$ cat config.mk
export PLATFORM = sky130hd
export DESIGN_NAME = pool2x2_stream
export DESIGN_NICKNAME = d
export VERILOG_FILES = /design/src/rtl/pool2x2_stream.sv
export SDC_FILE = /design/constraint.sdc
export NUM_CORES = 1
export LEC_CHECK = 0
export CAP_MARGIN = 10
export CORE_MARGIN = 2
export CORE_UTILIZATION = 63
export DETAILED_ROUTE_END_ITERATION = 10
export GPL_TIMING_DRIVEN = 1
export PLACE_DENSITY = 0.82
export SLEW_MARGIN = 30
export SYNTH_ARGS = -nofsm -noshare
export SYNTH_HDL_FRONTEND = slang
export SYNTH_SLANG_ARGS = --single-unit
$ cat constraint.sdc
create_clock -name clk -period 15.75 [get_ports clk]
set_clock_uncertainty 0.15 [all_clocks]
set_input_delay 1.575 -clock clk [delete_from_list [all_inputs] [get_ports clk]]
set_output_delay 1.575 -clock clk [all_outputs]
set_load 0.005 [all_outputs]
$ cat src/rtl/pool2x2_stream.sv
// Streaming 2x2/stride-2 max-pool stage with optional ReLU, output saturation
// and a pool-bypass mode. Input order is row, col, channel (channel fastest).
// Assumes IN_W > OUT_W.
module pool2x2_stream #(
    parameter int unsigned IN_W     = 21,
    parameter int unsigned OUT_W    = 15,
    parameter int unsigned MAX_COLS = 24,
    parameter int unsigned MAX_ROWS = 24,
    parameter int unsigned CH       = 1
) (
    input  logic                                 clk,
    input  logic                                 rst_n,
    input  logic                                 start,
    input  logic [$clog2(MAX_COLS+1)-1:0]        cfg_cols,
    input  logic [$clog2(MAX_ROWS+1)-1:0]        cfg_rows,
    input  logic                                 cfg_relu,
    input  logic                                 cfg_bypass,
    input  logic                                 in_valid,
    output logic                                 in_ready,
    input  logic signed [IN_W-1:0]               in_data,
    output logic                                 out_valid,
    input  logic                                 out_ready,
    output logic signed [OUT_W-1:0]              out_data,
    output logic                                 out_last,
    output logic                                 busy,
    output logic                                 done
);

    localparam int unsigned CW      = $clog2(MAX_COLS + 1);
    localparam int unsigned RW      = $clog2(MAX_ROWS + 1);
    localparam int unsigned CHW     = (CH > 1) ? $clog2(CH) : 1;
    localparam int unsigned PAIR_N  = 2 ** CHW;
    localparam int unsigned LB_USED = ((MAX_COLS / 2) > 0 ? (MAX_COLS / 2) : 1) * CH;
    localparam int unsigned LBW     = (LB_USED > 1) ? $clog2(LB_USED) : 1;
    localparam int unsigned LB_N    = 2 ** LBW;

    localparam logic [CHW-1:0]         CH_LAST = CHW'(CH - 1);
    localparam logic signed [IN_W-1:0] SAT_HI  = IN_W'((2 ** (OUT_W - 1)) - 1);
    localparam logic signed [IN_W-1:0] SAT_LO  = ~SAT_HI;

    typedef enum logic [1:0] {
        S_IDLE  = 2'd0,
        S_RUN   = 2'd1,
        S_DRAIN = 2'd2,
        S_FIN   = 2'd3
    } state_t;

    state_t                  state_q,    state_d;
    logic [CW-1:0]           cols_q,     cols_d;
    logic [RW-1:0]           rows_q,     rows_d;
    logic                    relu_q,     relu_d;
    logic                    bypass_q,   bypass_d;
    logic [RW-1:0]           row_q,      row_d;
    logic [CW-1:0]           col_q,      col_d;
    logic [CHW-1:0]          ch_q,       ch_d;
    logic signed [IN_W-1:0]  pair_q [PAIR_N];
    logic signed [IN_W-1:0]  pair_d [PAIR_N];
    logic                    out_valid_q, out_valid_d;
    logic signed [OUT_W-1:0] out_data_q,  out_data_d;
    logic                    out_last_q,  out_last_d;
    logic                    busy_q,      busy_d;
    logic                    done_q,      done_d;

    // Line buffer holds horizontal maxima of the even row; contents need no reset.
    logic signed [IN_W-1:0]  lb_mem [LB_N];

    logic                    accept_c;
    logic                    cfg_bad_c;
    logic signed [IN_W-1:0]  v_c;
    logic signed [IN_W-1:0]  h_c;
    logic signed [IN_W-1:0]  lb_rd_c;
    logic signed [IN_W-1:0]  m_c;
    logic [LBW-1:0]          lb_idx_c;
    logic                    lb_we_c;
    logic                    last_ch_c;
    logic                    frame_end_c;
    logic                    pool_last_c;

    // Clamp a wide signed value into the output range.
    function automatic logic signed [OUT_W-1:0] sat(input logic signed [IN_W-1:0] x);
        logic signed [IN_W-1:0] y;
        if (x > SAT_HI) begin
            y = SAT_HI;
        end else if (x < SAT_LO) begin
            y = SAT_LO;
        end else begin
            y = x;
        end
        return y[OUT_W-1:0];
    endfunction

    // Accept while running unless a stalled result still occupies the output register.
    assign in_ready  = (state_q == S_RUN) && !(out_valid_q && !out_ready);
    assign out_valid = out_valid_q;
    assign out_data  = out_data_q;
    assign out_last  = out_last_q;
    assign busy      = busy_q;
    assign done      = done_q;

    // Datapath: ReLU, horizontal/vertical maxima and frame-position flags.
    always_comb begin
        accept_c    = in_valid && in_ready;
        cfg_bad_c   = (cfg_cols == '0) || (cfg_rows == '0) ||
                      (cfg_cols > CW'(MAX_COLS)) || (cfg_rows > RW'(MAX_ROWS));
        v_c         = (relu_q && in_data[IN_W-1]) ? '0 : in_data;
        h_c         = (pair_q[ch_q] > v_c) ? pair_q[ch_q] : v_c;
        lb_idx_c    = LBW'((32'(col_q) >> 1) * CH + 32'(ch_q));
        lb_rd_c     = lb_mem[lb_idx_c];
        m_c         = (lb_rd_c > h_c) ? lb_rd_c : h_c;
        last_ch_c   = (ch_q == CH_LAST);
        frame_end_c = last_ch_c && (col_q == cols_q - CW'(1)) && (row_q == rows_q - RW'(1));
        pool_last_c = last_ch_c &&
                      (col_q == (cols_q & ~CW'(1)) - CW'(1)) &&
                      (row_q == (rows_q & ~RW'(1)) - RW'(1));
    end

    // Next-state, counters, pair registers and output register.
    always_comb begin
        state_d     = state_q;
        cols_d      = cols_q;
        rows_d      = rows_q;
        relu_d      = relu_q;
        bypass_d    = bypass_q;
        row_d       = row_q;
        col_d       = col_q;
        ch_d        = ch_q;
        pair_d      = pair_q;
        out_valid_d = out_valid_q && !out_ready;
        out_data_d  = out_data_q;
        out_last_d  = out_last_q;
        lb_we_c     = 1'b0;

        case (state_q)
            S_IDLE: begin
                if (start) begin
                    cols_d   = cfg_cols;
                    rows_d   = cfg_rows;
                    relu_d   = cfg_relu;
                    bypass_d = cfg_bypass;
                    row_d    = '0;
                    col_d    = '0;
                    ch_d     = '0;
                    state_d  = cfg_bad_c ? S_FIN : S_RUN;
                end
            end
            S_RUN: begin
                if (accept_c) begin
                    if (last_ch_c) begin
                        ch_d = '0;
                        if (col_q == cols_q - CW'(1)) begin
                            col_d = '0;
                            row_d = row_q + RW'(1);
                        end else begin
                            col_d = col_q + CW'(1);
                        end
                    end else begin
                        ch_d = ch_q + CHW'(1);
                    end

                    if (bypass_q) begin
                        out_valid_d = 1'b1;
                        out_data_d  = sat(v_c);
                        out_last_d  = frame_end_c;
                    end else if (!col_q[0]) begin
                        pair_d[ch_q] = v_c;
                    end else if (!row_q[0]) begin
                        lb_we_c = 1'b1;
                    end else begin
                        out_valid_d = 1'b1;
                        out_data_d  = sat(m_c);
                        out_last_d  = pool_last_c;
                    end

                    if (frame_end_c) begin
                        state_d = S_DRAIN;
                    end
                end
            end
            S_DRAIN: begin
                if (!out_valid_q || out_ready) begin
                    state_d = S_FIN;
                end
            end
            S_FIN: begin
                state_d = S_IDLE;
            end
            default: begin
                state_d = S_IDLE;
            end
        endcase

        busy_d = (state_d != S_IDLE);
        done_d = (state_d == S_FIN);
    end

    // State and control registers.
    always_ff @(posedge clk or negedge rst_n) begin
        if (!rst_n) begin
            state_q     <= S_IDLE;
            cols_q      <= '0;
            rows_q      <= '0;
            relu_q      <= 1'b0;
            bypass_q    <= 1'b0;
            row_q       <= '0;
            col_q       <= '0;
            ch_q        <= '0;
            pair_q      <= '{default: '0};
            out_valid_q <= 1'b0;
            out_data_q  <= '0;
            out_last_q  <= 1'b0;
            busy_q      <= 1'b0;
            done_q      <= 1'b0;
        end else begin
            state_q     <= state_d;
            cols_q      <= cols_d;
            rows_q      <= rows_d;
            relu_q      <= relu_d;
            bypass_q    <= bypass_d;
            row_q       <= row_d;
            col_q       <= col_d;
            ch_q        <= ch_d;
            pair_q      <= pair_d;
            out_valid_q <= out_valid_d;
            out_data_q  <= out_data_d;
            out_last_q  <= out_last_d;
            busy_q      <= busy_d;
            done_q      <= done_d;
        end
    end

    // Line-buffer write of the even-row horizontal maximum.
    always_ff @(posedge clk) begin
        if (lb_we_c) begin
            lb_mem[lb_idx_c] <= h_c;
        end
    end

endmodule

==> results of run 1 <==
==> per-layer routing <==
layer / vias up / global-route usage / routed length (µm)
met2: 647 / 0.463 / 19800
met1: 5229 / 0.424 / 16700
li1: 4505 / - / -
met3: 107 / 0.0591 / 3980
met5: - / 0 / 0
met4: 0 / 0.0929 / 1180
==> flip-flops by register name, indices dropped and copies added (netlist names) <==
name	flops
busy	1
bypass_q	1
col_q	5
cols_q	5
done	1
lb_mem	336
out_data	15
out_last	1
out_valid	1
pair_q	21
relu_q	1
row_q	5
rows_q	5
state_q	2
==> worst max-delay path: stages <==
cell and delay, ps:
clkdlybuf4s50_1 440, nand2_1 700, nand2_1 320, ha_1 390, nand4_1 130, nor4_2 340, and4_1 270, o21ai_2 90
a311o_2 440, nand2_1 500, buf_4 350, nand2_1 100, nand2_1 370, ha_1 250, nor2b_1 50, o21a_1 160
o21a_1 160, o21ai_0 170, nand2b_1 80, a21o_1 180, maj3_2 320, a311oi_1 410, nor4_1 120, nor3b_2 670
a31oi_1 200
==> synth_stat cells (2+ instances only) <==
master,n
a211o_1,2
a21o_1,11
a21oi_1,51
a221o_1,2
a311oi_2,2
a31oi_1,25
and2_1,7
and3_1,9
and4_1,3
buf_1,8
buf_2,9
clkbuf_1,37
dfrtp_1,64
edfxtp_1,336
ha_1,47
inv_1,41
mux2_2,6
mux2i_1,3
mux4_2,105
nand2_1,86
nand2b_1,9
nand3_1,25
nand4_1,12
nor2_1,60
nor2b_1,7
nor3_1,11
nor4_1,5
o211ai_1,3
o21a_1,7
o21ai_0,49
o21ai_1,2
o31ai_1,3
or2_2,4
or3_1,16
xnor2_1,9
xor2_1,10
==> cell families after synthesis <==
logic type | Yosys count | synth area share
AO/OA/AOI/OAI | 171 | 0.0590
XOR/XNOR | 19 | 0.00944
adder cells (fa/ha/maj) | 48 | 0.0340
buffers and inverters | 97 | 0.0217
flip-flops | 400 | 0.663
multiplexers | 115 | 0.141
AND/OR/NAND/NOR | 262 | 0.0720
==> layout make-up <==
class / count / area (µm²) / area share
clock buffer: 58 / 1140 / 0.0570
timing repair buffer: 85 / 779 / 0.0389
tap: 378 / 473 / 0.0236
inverter: 42 / 158 / 0.00787
clock inverter: 18 / 164 / 0.00818
multi-input combinational: 615 / 5620 / 0.280
sequential: 400 / 11700 / 0.584
==> power breakdown <==
part	internal, mW	leakage, nW	switching (mW)	total, mW
combinational	0.504	2.45	0.858	1.36
sequential	1.46	3.86	0.0895	1.55
clock	0.541	0.637	0.394	0.935
total	2.51	6.95	1.34	3.85
==> cells in the final DEF (no fill, tap or decap), types with 11 or more instances in the layout <==
master and n:
a21o_1 11, a21oi_1 51, a31oi_1 25, buf_4 27, clkbuf_1 13, clkbuf_16 42
clkdlybuf4s50_1 56, dfrtp_1 61, edfxtp_1 336, ha_1 47, inv_1 41, mux4_2 105
nand2_1 86, nand3_1 25, nand4_1 12, nor2_1 48, nor2_2 12, o21ai_0 49
or3_1 15
==> metrics by stage <==
step	instance area [µm²]	worst slack, ps	instances	hold slack, ps	util
after floorplan	17600	8050	1112	321	-
after global placement	18700	7020	1520	328	0.677
after detailed placement	18700	6840	1520	322	0.677
after CTS	20000	7290	1596	335	0.725
after global routing	20000	6540	1596	365	0.725
final	20000	7160	1596	337	0.725
==> worst min path at each step <==
stage	from	end	slack (ps)	cells past startpoint
floorplan	pair_q[21]	pair_q[21]	320	2
global placement	out_last	out_last	330	2
detailed placement	out_last	out_last	320	2
CTS	out_last	out_last	330	2
global route	out_last	out_last	370	2
finish	out_last	out_last	340	2
==> results.toml, run 1 <==
[worst_setup_path]
worstReg2RegEnd = "out_data[1]"
worstSetupEndpoint = "out_data[1]"
startpoint_type = "input pin"
critical_path.endpoint_type = "flop"
worst_setup_path_startpoint = "in_data[20]"
timing.critical_path.fanout_max = 30
cp.required_ps = 15950
critPathArrivalTime_ps = 8790
setup.worst_path.class = "input pin to flop"
crit-reg2reg-launch = "relu_q"
setup_slack_on_the_worst_flop_to_flop_path_ps = 8250
worstRegToRegCells = 24

[place]
finalWeightedCongestion = 0.910
port_buffers = 57
detailed_place_hpwl_mm = 25.3

[yosys]
synth-seq-area-share = 0.663
dominantRegCellSynth = "edfxtp_1"
synth-warning-count = 0
synth_area_leaders = "edfxtp_1 57%, mux4_2 13%, dfrtp_1 9.1%, ha_1 3.3%, nand2_1 1.8%"
post-synth-top-area-cell = "edfxtp_1"
synthesized_nets = 1197
synth_cell_type_count = 62
synth_top_area_share = 0.572
synth_edf_count = 336
post_synth_arst_share = 0.160
avgSynthCellArea_um2 = 15.9
gate_count_after_technology_mapping = 1112
synth_area_um2 = 17600
synth.ff_latch_count = 400

[floorplan]
rows = 61
fp.dieH_um = 171
initial_core_util = 0.638
io_pins = 58
coreArea_um2 = 27600
die_area_um2 = 29300
floorplan.die.width_um = 171

[power_and_ir_drop]
vdd_ir_drop_max_mv = 0.0938
fin_total_pwr_mw = 3.85
pwr_density_cell_nw_per_um2 = 192
leakage_nw = 6.95

[cells_and_area]
finalNetCount = 1270
drive_above_1_share = 0.193
insertedDiodeCount = 0
fillers = 1644
area_growth_pct = 13.6

[clock_tree]
max-clock-path-buffers = 3
cts_setup_buffers = 0
insertion_delay_ps = 540
clock_tree.htree_level_count = 2
numClockSinks = 400
tritoncts = "built"
cts_repair_resize_count = 0
clock_root_buffer = "clkbuf_16"
clkSlewWorstSetupHoldPaths_ps = 60
cts_buffers = 41
hold_buffers = 0

[global_route]
grt_max_degree = 67
grt_pass1_wl_mm = 63.5
grtUsageTotal = 0.295
globalRouteOverflowTotal = 0
antenna_found_initial = 0
first_global_vias = 10505

[route]
drt_first_iter_violations = 1406
wl_mm = 41.7
routed_via_count_divided_by_cell_count = 6.57
antenna_violating_nets_post_route = 0
drcViolationCount = 0
drtPass1Iterations = 9
post_drt_wl_per_cell_um = 26.1
total_vias_in_the_final_route = 10488

[timing]
timing.max_slew.rel_slack = 0.345
report.final.hold_viol_count = 0
final-setup-viol-count = 0
rsz_0062_raised_after_global_routing = "no"
report.final.slew_viol_count = 0
tightest_slew_ps = 982
setup_tns_ps = 0
maxClockFrequency_ghz = 0.116
min_period_ps = 8590
period_share = 0.545

[outcome]
status = "complete, no violations"

[flow_run]
maxCapViolations = 0

[worst_hold_path]
hp-class = "flop to flop"
Note: power is estimated with default switching activity, not from simulation.
==> run 2: changes to the inputs <==
CORE_UTILIZATION = 61   (was 63)
PLACE_DENSITY = 0.79   (was 0.82)
clock period = 8.06 ns   (was 15.75 ns; I/O delays follow)
==> run 2 against run 1 <==
Largest cell class unchanged. First-iteration DRC count grew 1.4%. Combinational power up 90%. Setup slack got worse by 6400 ps. Sequential power up 98%. Clock power rose by 100%. Power is 96% higher. Register-to-register slack worse by 7200 ps. Sequential cell count stayed put. Via count fell by 1.1%.
==> results.toml, run 2 (same netlist as run 1, synthesis figures left out) <==
[outcome]
status = "complete, no violations"

[worst_setup_path]
worstRegToRegCells = 24
worstPathBufferInverterCount = 3
critical_path.endpoint_type = "flop"
startpoint_type = "input pin"
timing.critical_path.fanout_max = 22
critical_path.max_stage_delay_ps = 670
setup.worst_path.class = "input pin to flop"
path_length_in_cells_of_the_critical_path = 25
crit_path_top_delay_cell = "nor3b_2"
cp.required_ps = 8270
critPathArrivalTime_ps = 7520
critical_path.most_common_cell = "nand2_1"
worst_path_dominant_cell_family = "simple AND/OR/NAND/NOR gates"

[power_and_ir_drop]
leakage_nw = 6.96
vdd_ir_drop_max_mv = 0.219
pwr_density_cell_nw_per_um2 = 375
fin_total_pwr_mw = 7.54

[global_route]
use_met2 = 0.440
antenna_found_initial = 0
grt_pass1_wl_mm = 62.4
first_global_vias = 10501
gr-max-usage-layer = "met2"
globalRouteOverflowTotal = 0
grtUsageTotal = 0.275
grtUsageMet1 = 0.390
grt_max_degree = 65
grt_util_met3 = 0.0516

[route]
drt_first_iter_violations = 1425
wl_mm = 40.5
drtPass1Iterations = 6
routed_via_count_divided_by_cell_count = 6.50
post_drt_wl_per_cell_um = 25.4
drcViolationCount = 0
total_vias_in_the_final_route = 10376
antenna_violating_nets_post_route = 0

[place]
port_buffers = 57
place.detailed.instances = 1526
detailed_place_hpwl_mm = 24.6
finalWeightedCongestion = 0.891
post-place-ws_ps = 463

[cells_and_area]
insertedDiodeCount = 0
highest_count_cells_in_the_layout_ignoring_fill_and_taps = "336 x edfxtp_1, 105 x mux4_2, 86 x nand2_1"
registers.top_by_ff_count = "lb_mem"
max_reg_flops = 336
instances_no_fill = 1597
layout.cells.most_common = "edfxtp_1"
finalNetCount = 1269
drive_above_1_share = 0.194
area_growth_pct = 14.0

[timing]
worst_slack_ps = 743
rsz_0062_raised_after_global_routing = "no"
final-setup-viol-count = 0
report.final.slew_viol_count = 0
min_period_ps = 7320
maxClockFrequency_ghz = 0.137
report.final.hold_viol_count = 0
timing.max_slew.rel_slack = 0.411
tightest_slew_ps = 883
period_share = 0.908
setup_tns_ps = 0

[worst_hold_path]
hp-class = "input pin to async pin"

[floorplan]
io_pins = 58
coreArea_um2 = 28500
floorplan.die.width_um = 174
fp.dieH_um = 174
rows = 62
initial_core_util = 0.617
die_area_um2 = 30300

[clock_tree]
cts_buffers = 40
clock_root_buffer = "clkbuf_16"
max-clock-path-buffers = 3
numClockSinks = 400
clkSlewWorstSetupHoldPaths_ps = 60
cts_repair_resize_count = 0
hold_buffers = 0
clock_tree.htree_level_count = 2
cts_setup_buffers = 0
insertion_delay_ps = 540
tritoncts = "built"

[flow_run]
maxCapViolations = 0
[run 2: cell count changes in the layout (fill, tap and decap cells not counted), sizes merged]
cell	before	now
bufinv	2	6
clkbuf	58	47
inv	43	44
clkinv	15	16
[run 2: final cells by class]
type,count,area (µm²)
Clock buffer,47,1040
Fill cell,1820,8450
Tap cell,384,480
Multi-Input combinational cell,615,5620
Timing Repair Buffer,85,788
Sequential cell,400,11700
Inverter,42,158
Clock inverter,24,308
[run 2: metrics by stage]
step | cell area [µm²] | utilization | hold WS [ps]
6_report | 20100 | 0.704 | 287
5_1_grt | 20100 | 0.704 | 355
4_1_cts | 20100 | 0.704 | 329
3_5_place_dp | 18700 | 0.657 | 328
3_3_place_gp | 18700 | 0.656 | 317
2_1_floorplan | 17600 | - | 321
[run 2: worst paths after layout]
| check | from | endpoint | slack [ps] |
|---|---|---|---|
| worst max-delay path | in_data[20] | out_data[4] | 740 |
| worst min-delay path | rst_n | pair_q[37] | 290 |
| worst max register to register | relu_q | out_data[4] | 1030 |
| worst min register to register | out_last | out_last | 340 |
| max in group asynchronous | rst_n | col_q[1] | 6800 |
| min in group clk | out_last | out_last | 340 |
[run 2: where the power goes]
group	internal, mW	switching (mW)
clock	1.12	0.768
sequential	2.86	0.209
combinational	0.983	1.60
total	4.96	2.58
[run 2: worst register-to-register path: cells and delay by family, from the launching register on]
kind	cells	cell delay, ps
fa+ha+maj	3	840
simple gates	10	2930
compound gates	9	2160
flops	1	420
buf+inv	2	360
[run 2: per-layer routing]
layer	up-vias	routed length, µm
li1	4507	-
met1	5210	15900
met2	578	19600
met3	81	3800
met4	0	1140
met5	-	0
